### src/rtl/mux_n_scan.sv
// rtl/mux_n_scan.sv - N-channel registered mux, manual select or round-robin scan with valid/ready output.
// Optional MUX_MASK_EN adds the ch_en per-channel enable port.
module mux_n_scan #(
  parameter int N     = 4,
  parameter int WIDTH = 1,
  parameter int DWELL = 4,
  localparam int SW   = (N > 1) ? $clog2(N) : 1
) (
  input  logic               clk,
  input  logic               rst,
  input  logic               mode,
  input  logic [SW-1:0]      sel,
  input  logic [N*WIDTH-1:0] din,
`ifdef MUX_MASK_EN
  input  logic [N-1:0]       ch_en,
`endif
  output logic [WIDTH-1:0]   dout,
  output logic [SW-1:0]      dout_ch,
  output logic               dout_valid,
  input  logic               dout_ready
);
  localparam int CW = $clog2(DWELL + 1);
  localparam int NP = 2 ** SW;

  typedef enum logic {MANUAL = 1'b0, SCAN = 1'b1} state_t;

  state_t           r_state, w_state_nxt;
  logic [SW-1:0]    r_ptr, w_ptr_nxt, w_ptr_cur, w_ptr_first, w_ptr_adv;
  logic [CW-1:0]    r_cnt, w_cnt_nxt, w_cnt_cur;
  logic [WIDTH-1:0] r_dout, w_dout_nxt;
  logic [SW-1:0]    r_dout_ch, w_dout_ch_nxt;
  logic             r_valid, w_valid_nxt;
  logic             w_ld, w_entry, w_any_en;
  logic [WIDTH-1:0] w_ch [NP];
  logic [NP-1:0]    w_en;
  logic [N-1:0]     w_en_raw;

`ifdef MUX_MASK_EN
  assign w_en_raw = ch_en;
`else
  assign w_en_raw = '1;
`endif

  // Out-of-range selects (non power-of-2 N) read as an enabled all-zero channel.
  for (genvar k = 0; k < NP; k++) begin : g_pad
    if (k < N) begin : g_in
      assign w_ch[k] = din[k*WIDTH +: WIDTH];
      assign w_en[k] = w_en_raw[k];
    end else begin : g_out
      assign w_ch[k] = '0;
      assign w_en[k] = 1'b1;
    end
  end

  assign w_any_en  = |w_en_raw;
  assign w_ld      = !r_valid || dout_ready;
  assign w_entry   = (r_state == MANUAL) && mode;
  assign w_ptr_cur = w_entry ? w_ptr_first : r_ptr;
  assign w_cnt_cur = w_entry ? '0 : r_cnt;

`ifdef MUX_MASK_EN
  logic [SW:0] w_sum;

  always_comb begin
    w_ptr_first = '0;
    for (int i = N - 1; i >= 0; i--) begin
      if (w_en[SW'(i)]) w_ptr_first = SW'(i);
    end
  end

  // Downward search so the nearest enabled channel after the pointer wins.
  always_comb begin
    w_ptr_adv = w_ptr_cur;
    w_sum     = '0;
    for (int i = N - 1; i >= 1; i--) begin
      w_sum = {1'b0, w_ptr_cur} + (SW+1)'(i);
      if (w_sum >= (SW+1)'(N)) w_sum = w_sum - (SW+1)'(N);
      if (w_en[w_sum[SW-1:0]]) w_ptr_adv = w_sum[SW-1:0];
    end
  end
`else
  assign w_ptr_first = '0;
  assign w_ptr_adv   = (w_ptr_cur == SW'(N - 1)) ? '0 : w_ptr_cur + SW'(1);
`endif

  always_comb begin
    w_state_nxt   = mode ? SCAN : MANUAL;
    w_ptr_nxt     = r_ptr;
    w_cnt_nxt     = r_cnt;
    w_dout_nxt    = r_dout;
    w_dout_ch_nxt = r_dout_ch;
    w_valid_nxt   = r_valid;
    if (mode) begin
      w_ptr_nxt = w_ptr_cur;
      w_cnt_nxt = w_cnt_cur;
      if (w_ld) begin
        if (w_any_en) begin
          w_dout_nxt    = w_ch[w_ptr_cur];
          w_dout_ch_nxt = w_ptr_cur;
          w_valid_nxt   = 1'b1;
          if (w_cnt_cur == CW'(DWELL - 1)) begin
            w_cnt_nxt = '0;
            w_ptr_nxt = w_ptr_adv;
          end else begin
            w_cnt_nxt = w_cnt_cur + CW'(1);
          end
        end else begin
          w_valid_nxt = 1'b0;
        end
      end
    end else if (w_ld) begin
      if (w_en[sel]) begin
        w_dout_nxt    = w_ch[sel];
        w_dout_ch_nxt = sel;
        w_valid_nxt   = 1'b1;
      end else begin
        w_valid_nxt = 1'b0;
      end
    end
  end

  always_ff @(posedge clk) begin
    if (rst) r_state <= MANUAL;
    else     r_state <= w_state_nxt;
  end

  always_ff @(posedge clk) begin
    if (rst) begin
      r_ptr     <= '0;
      r_cnt     <= '0;
      r_dout    <= '0;
      r_dout_ch <= '0;
      r_valid   <= 1'b0;
    end else begin
      r_ptr     <= w_ptr_nxt;
      r_cnt     <= w_cnt_nxt;
      r_dout    <= w_dout_nxt;
      r_dout_ch <= w_dout_ch_nxt;
      r_valid   <= w_valid_nxt;
    end
  end

  assign dout       = r_dout;
  assign dout_ch    = r_dout_ch;
  assign dout_valid = r_valid;
endmodule

### config.mk
export PLATFORM = sky130hd
export DESIGN_NAME = mux_n_scan
export DESIGN_NICKNAME = d
export VERILOG_FILES = /design/src/rtl/mux_n_scan.sv
export SDC_FILE = /design/constraint.sdc
export NUM_CORES = 1
export LEC_CHECK = 0
export CAP_MARGIN = 20
export CORE_AREA = 4 4 41 43
export DETAILED_ROUTE_END_ITERATION = 10
export DIE_AREA = 0 0 45 47
export PLACE_DENSITY = 0.67
export SLEW_MARGIN = 20
export SYNTH_ARGS = -nofsm -noshare
export SYNTH_HDL_FRONTEND = slang
export SYNTH_SLANG_ARGS = --single-unit
### constraint.sdc
create_clock -name clk -period 3.3 [get_ports clk]
set_clock_uncertainty 0.1 [all_clocks]
set_input_delay 0.99 -clock clk [delete_from_list [all_inputs] [get_ports clk]]
set_output_delay 0.99 -clock clk [all_outputs]
set_load 0.1 [all_outputs]
; Yosys cells after proc, flatten, opt, wreduce, memory -nomap -nowiden
; Index checks and enable logic that the tools add are counted.
; Widths: inputs -> output; s select.
[totals]
ff_bits = 10
input_bits = 10
output_inout_bits = 4
elab_cells = 49
[op_classes]
addsub = 2
n_lt_le_gt_ge = 3
n_eq_ne = 2
n_mux = 28
bitwise_logic = 3
n_reduce_logical = 5
[op_table]
columns = operator, count
row1 = $mux 2, 8
row2 = $mux 1, 14
row3 = $mux 3, 3
row4 = $bmux 1 s2, 3
row5 = $ge 3x3->1 const B, 2
row6 = $not 2->3, 2
row7 = $add 3x1->3 const B, 1
row8 = $eq 3x2->1 const B, 1
row9 = $lt 2x3->1 const B, 1
row10 = $add 2x1->2 const B, 1
row11 = $eq 2x2->1 const B, 1
row12 = $reduce_and 2->1, 1
row13 = $reduce_bool 2->1, 1
row14 = $logic_and 1x1->1, 1
row15 = $logic_not 1->1, 1
row16 = $logic_or 1x1->1, 1
row17 = $not 1->1, 1

; Longest topological paths before layout
[logic_depth]
ltp_word = 9
depth_mapped = 7
mapped_depth_nobuf = 7

; Worst setup path before layout
; Ideal clock, no wire load.
[synth_timing]
path_type = input port to flip-flop
startpoint = in mode
endpoint = reg r_ptr[1]
setup_time_ns = 0.116
arrival_ns = 1.945
setup_slack_ns = 1.140
path_stages = 7
n_path_buf = 0
path_cell_list = nand2b_4 -> and2_1 -> ha_1 -> a21boi_1 -> nand4_1 -> xnor2_1 -> and3_1
[synth_via]
elab_chain_cells = 6
[synth_lines]
columns = item, line_no
row1 = start: declaration, 11  ; input logic mode,
row2 = $logic_and 1x1->1, 57  ; assign w_entry = (r_state == MANUAL) && mode;
row3 = $mux 2, 58  ; assign w_ptr_cur = w_entry ? w_ptr_first : r_ptr;
row4 = $add 2x1->2 / $eq 2x2->1 (equally long branches), 83  ; assign w_ptr_adv = (w_ptr_cur == SW'(N - 1)) ? '0 : w_ptr_cur + SW'(1);
row5 = $mux 2, 83
row6 = $mux 2, 101  ; if (w_cnt_cur == CW'(DWELL - 1)) begin
row7 = $mux 2, 96  ; if (w_ld) begin
row8 = end signal: assignment, 135  ; r_ptr <= w_ptr_nxt;
row9 = end: declaration, 28  ; logic [SW-1:0] r_ptr, w_ptr_nxt, w_ptr_cur, w_ptr_first, w_ptr_adv;
; Parallel ways exist; a longest one is shown, timed or not.
; A chain may end at the register's enable or synchronous reset.

; Worst setup path after layout
; Ends and elaborated chain as after synthesis.

==> run summary <==
Die Wd - 45 um
Tmin final - 2.48 ns
# Max-Cap Violations - 0
I/O pin total - 14
setup TNS - 0 ns
Initial Util - 39.5%
DP Area - 644 um2
power per cell area - 450 mW/mm2
multi-input logic area - 290 um2
Crit Path Max Fanout - 5
Clock transition at path regs - 0.07 ns
Root Buffer - clkbuf_4
RSZ-0062 raised after global routing - no
Final GP Congestion - 0.701
post_cts resized - 0
DR pass1 iterations - 4
NumNets Final - 85
FF/Latch Area - 200 um2
Die Y-Extent - 47 um
initial antenna violation count - 0
Vias - 466
WL per Instance - 12.3 um
clock buffer count from CTS - 3
largest cells by area after synthesis - dfxtp_1 (39%), mux2i_1 (5.8%), nor2_1 (4.4%), a31oi_1 (3.6%), nand2b_1 (3.6%)
Post-Syn Instances - 58
Mapped Area - 514 um2
H-tree levels - 1
final WL - 1.08 mm
critical path required time - 3.36 ns
Design Area, Final - 681 um2
leading area contributor after synthesis - dfxtp_1
worst r2r src - r_state$_SDFF_PP0_
die area - 0.00212 mm2
Synth async-reset ratio - 0%
CP arrival - 2.54 ns
min-delay worst type - flip-flop to flip-flop
Synth warnings - 0
Post-synth top cells - dfxtp_1 (10), nor2_1 (6)
status - completed
Synth cell types - 28
Worst-Margin Slew - 0.494 ns
Post-Syn Nets - 69
GRT Residual Overflow - 0
Avg Synthesized Cell Area - 8.87 um2
largest net degree at the start of global routing - 15
CP startpoint - mode
CTS tree - done
IO Port Bufs - 13
most common cell in the netlist - dfxtp_1
post-synthesis sequential area ratio - 38.9%
Clock Latency Late Sink - 0.27 ns
slew margin rel. - 67.1%
Placed Cells - 84
area grow syn2layout - 32.4%
cts-stage hold buffer count - 0
cells along the critical path - clkdlybuf4s50_1 -> nand2b_4 -> and2_1 -> ha_1 -> a21boi_1 -> nand4_1 -> xnor2_1 -> and3_1
final hold vios - 0
core area - 0.00130 mm2
HPWL Detailed - 803 um
Sink Count - 10
layout cell share with drive strength beyond 1 - 13.7%
Design Power - 0.307 mW
Worst setup EP type - flip-flop
peak supply drop - 223 uV
Peak Freq - 403 MHz
Leak - 0.284 nW
Final Max Tran Viols - 0
number of routed nets with antenna violations - 0
clk buf depth - 2
CP peak stage delay - 0.46 ns
Rows - 13
Total Routing Usage GR - 11.3%
register bit total from synthesis - 10
critical path class - input port to flip-flop
period utilisation layout - 75.2%
Post-synth EDFFs - 0
non-filler cells, final - 88
post-synth top area share - 38.9%
ys flop type - dfxtp_1
Setup Buffers After CTS - 0
vias per cell - 5.30
vias in the first global route - 405
initial DRC count - 5
CP Launch Type - input port
final setup violation count - 0
fin util - 52.3%
hold wc startpoint - r_cnt[2]$_SDFFE_PP0P_
fill cell count - 138
DRC - 0
Inserted Diodes - 0
CP max-delay cell - clkdlybuf4s50_1
first-pass GRT wire length - 1.70 mm
[worst max-delay path: cells and delay by family]
kind	cells	cell delay, ns
buffers and inverters	1	0.46
AO/OA/AOI/OAI	1	0.20
XOR/XNOR	1	0.15
adder cells (fa/ha/maj)	1	0.17
AND/OR/NAND/NOR	4	0.57
[power breakdown]
part	switching, mW	internal, mW
registers	0.00305	0.126
logic	0.0428	0.0249
clock network	0.0426	0.0670
total	0.0884	0.218
[logic make-up after synthesis]
group	Yosys count	synth area share, %
and+or+nand+nor	24	25.5
buffers and inverters	5	4.62
AOI/OAI and AO/OA	12	17.5
xor gates and xnor gates	3	5.11
adders and majority gates	1	2.43
muxes	3	5.84
DFF	10	38.9
[cell usage in the layout (no fill, tap or decap), types with 2 or more instances in the layout]
master / n
nand2b_1: 3
xnor2_1: 2
dfxtp_1: 10
and2_1: 2
clkbuf_4: 3
mux2i_1: 3
and3_1: 2
nor2b_1: 3
nand3_1: 3
buf_4: 5
nor2_1: 6
inv_1: 2
a31oi_1: 3
nand2_1: 3
clkdlybuf4s50_1: 9
[flip-flops by register name (all words and copies together) (netlist names)]
register / count
r_cnt: 3
dout: 1
r_state: 1
r_ptr: 2
dout_ch: 2
dout_valid: 1
[per-layer routing]
| metal | vias up | GRT usage (%) | share of wire [%] |
|---|---|---|---|
| met5 | - | 0 | 0 |
| met4 | 0 | 5.26 | 0 |
| met3 | 0 | 4.98 | 7.0 |
| met2 | 11 | 18.1 | 49 |
| met1 | 218 | 13.0 | 44 |
| li1 | 237 | - | - |
[final timing paths]
check / endpoint / slack (ns) / cells after the start
worst min-delay path: r_cnt[2]$_SDFFE_PP0P_ / 0.39 / 1
worst max-delay path: r_ptr[1]$_SDFFE_PP0P_ / 0.82 / 8
worst min register to register: r_cnt[2]$_SDFFE_PP0P_ / 0.39 / 1
worst max register to register: r_ptr[1]$_SDFFE_PP0P_ / 1.51 / 7
[final cells by class]
class                           count  share of cell area, %
Multi-Input combinational cell     43                   42.6
Tap cell                           15                   2.76
Timing Repair Buffer               14                   18.7
Clock buffer                        4                   5.33
Inverter                            2                   1.10
Sequential cell                    10                   29.4
[per-stage QoR]
| step | hold WS, ns | worst slack [ns] |
|---|---|---|
| after CTS | 0.389 | 0.811 |
| final | 0.387 | 0.820 |
| after floorplan | 0.346 | 1.14 |
| after global routing | 0.402 | 0.656 |
| after detailed placement | 0.376 | 0.527 |
| after global placement | 0.368 | 0.504 |
No activity file was read; power rests on OpenSTA's default activity.
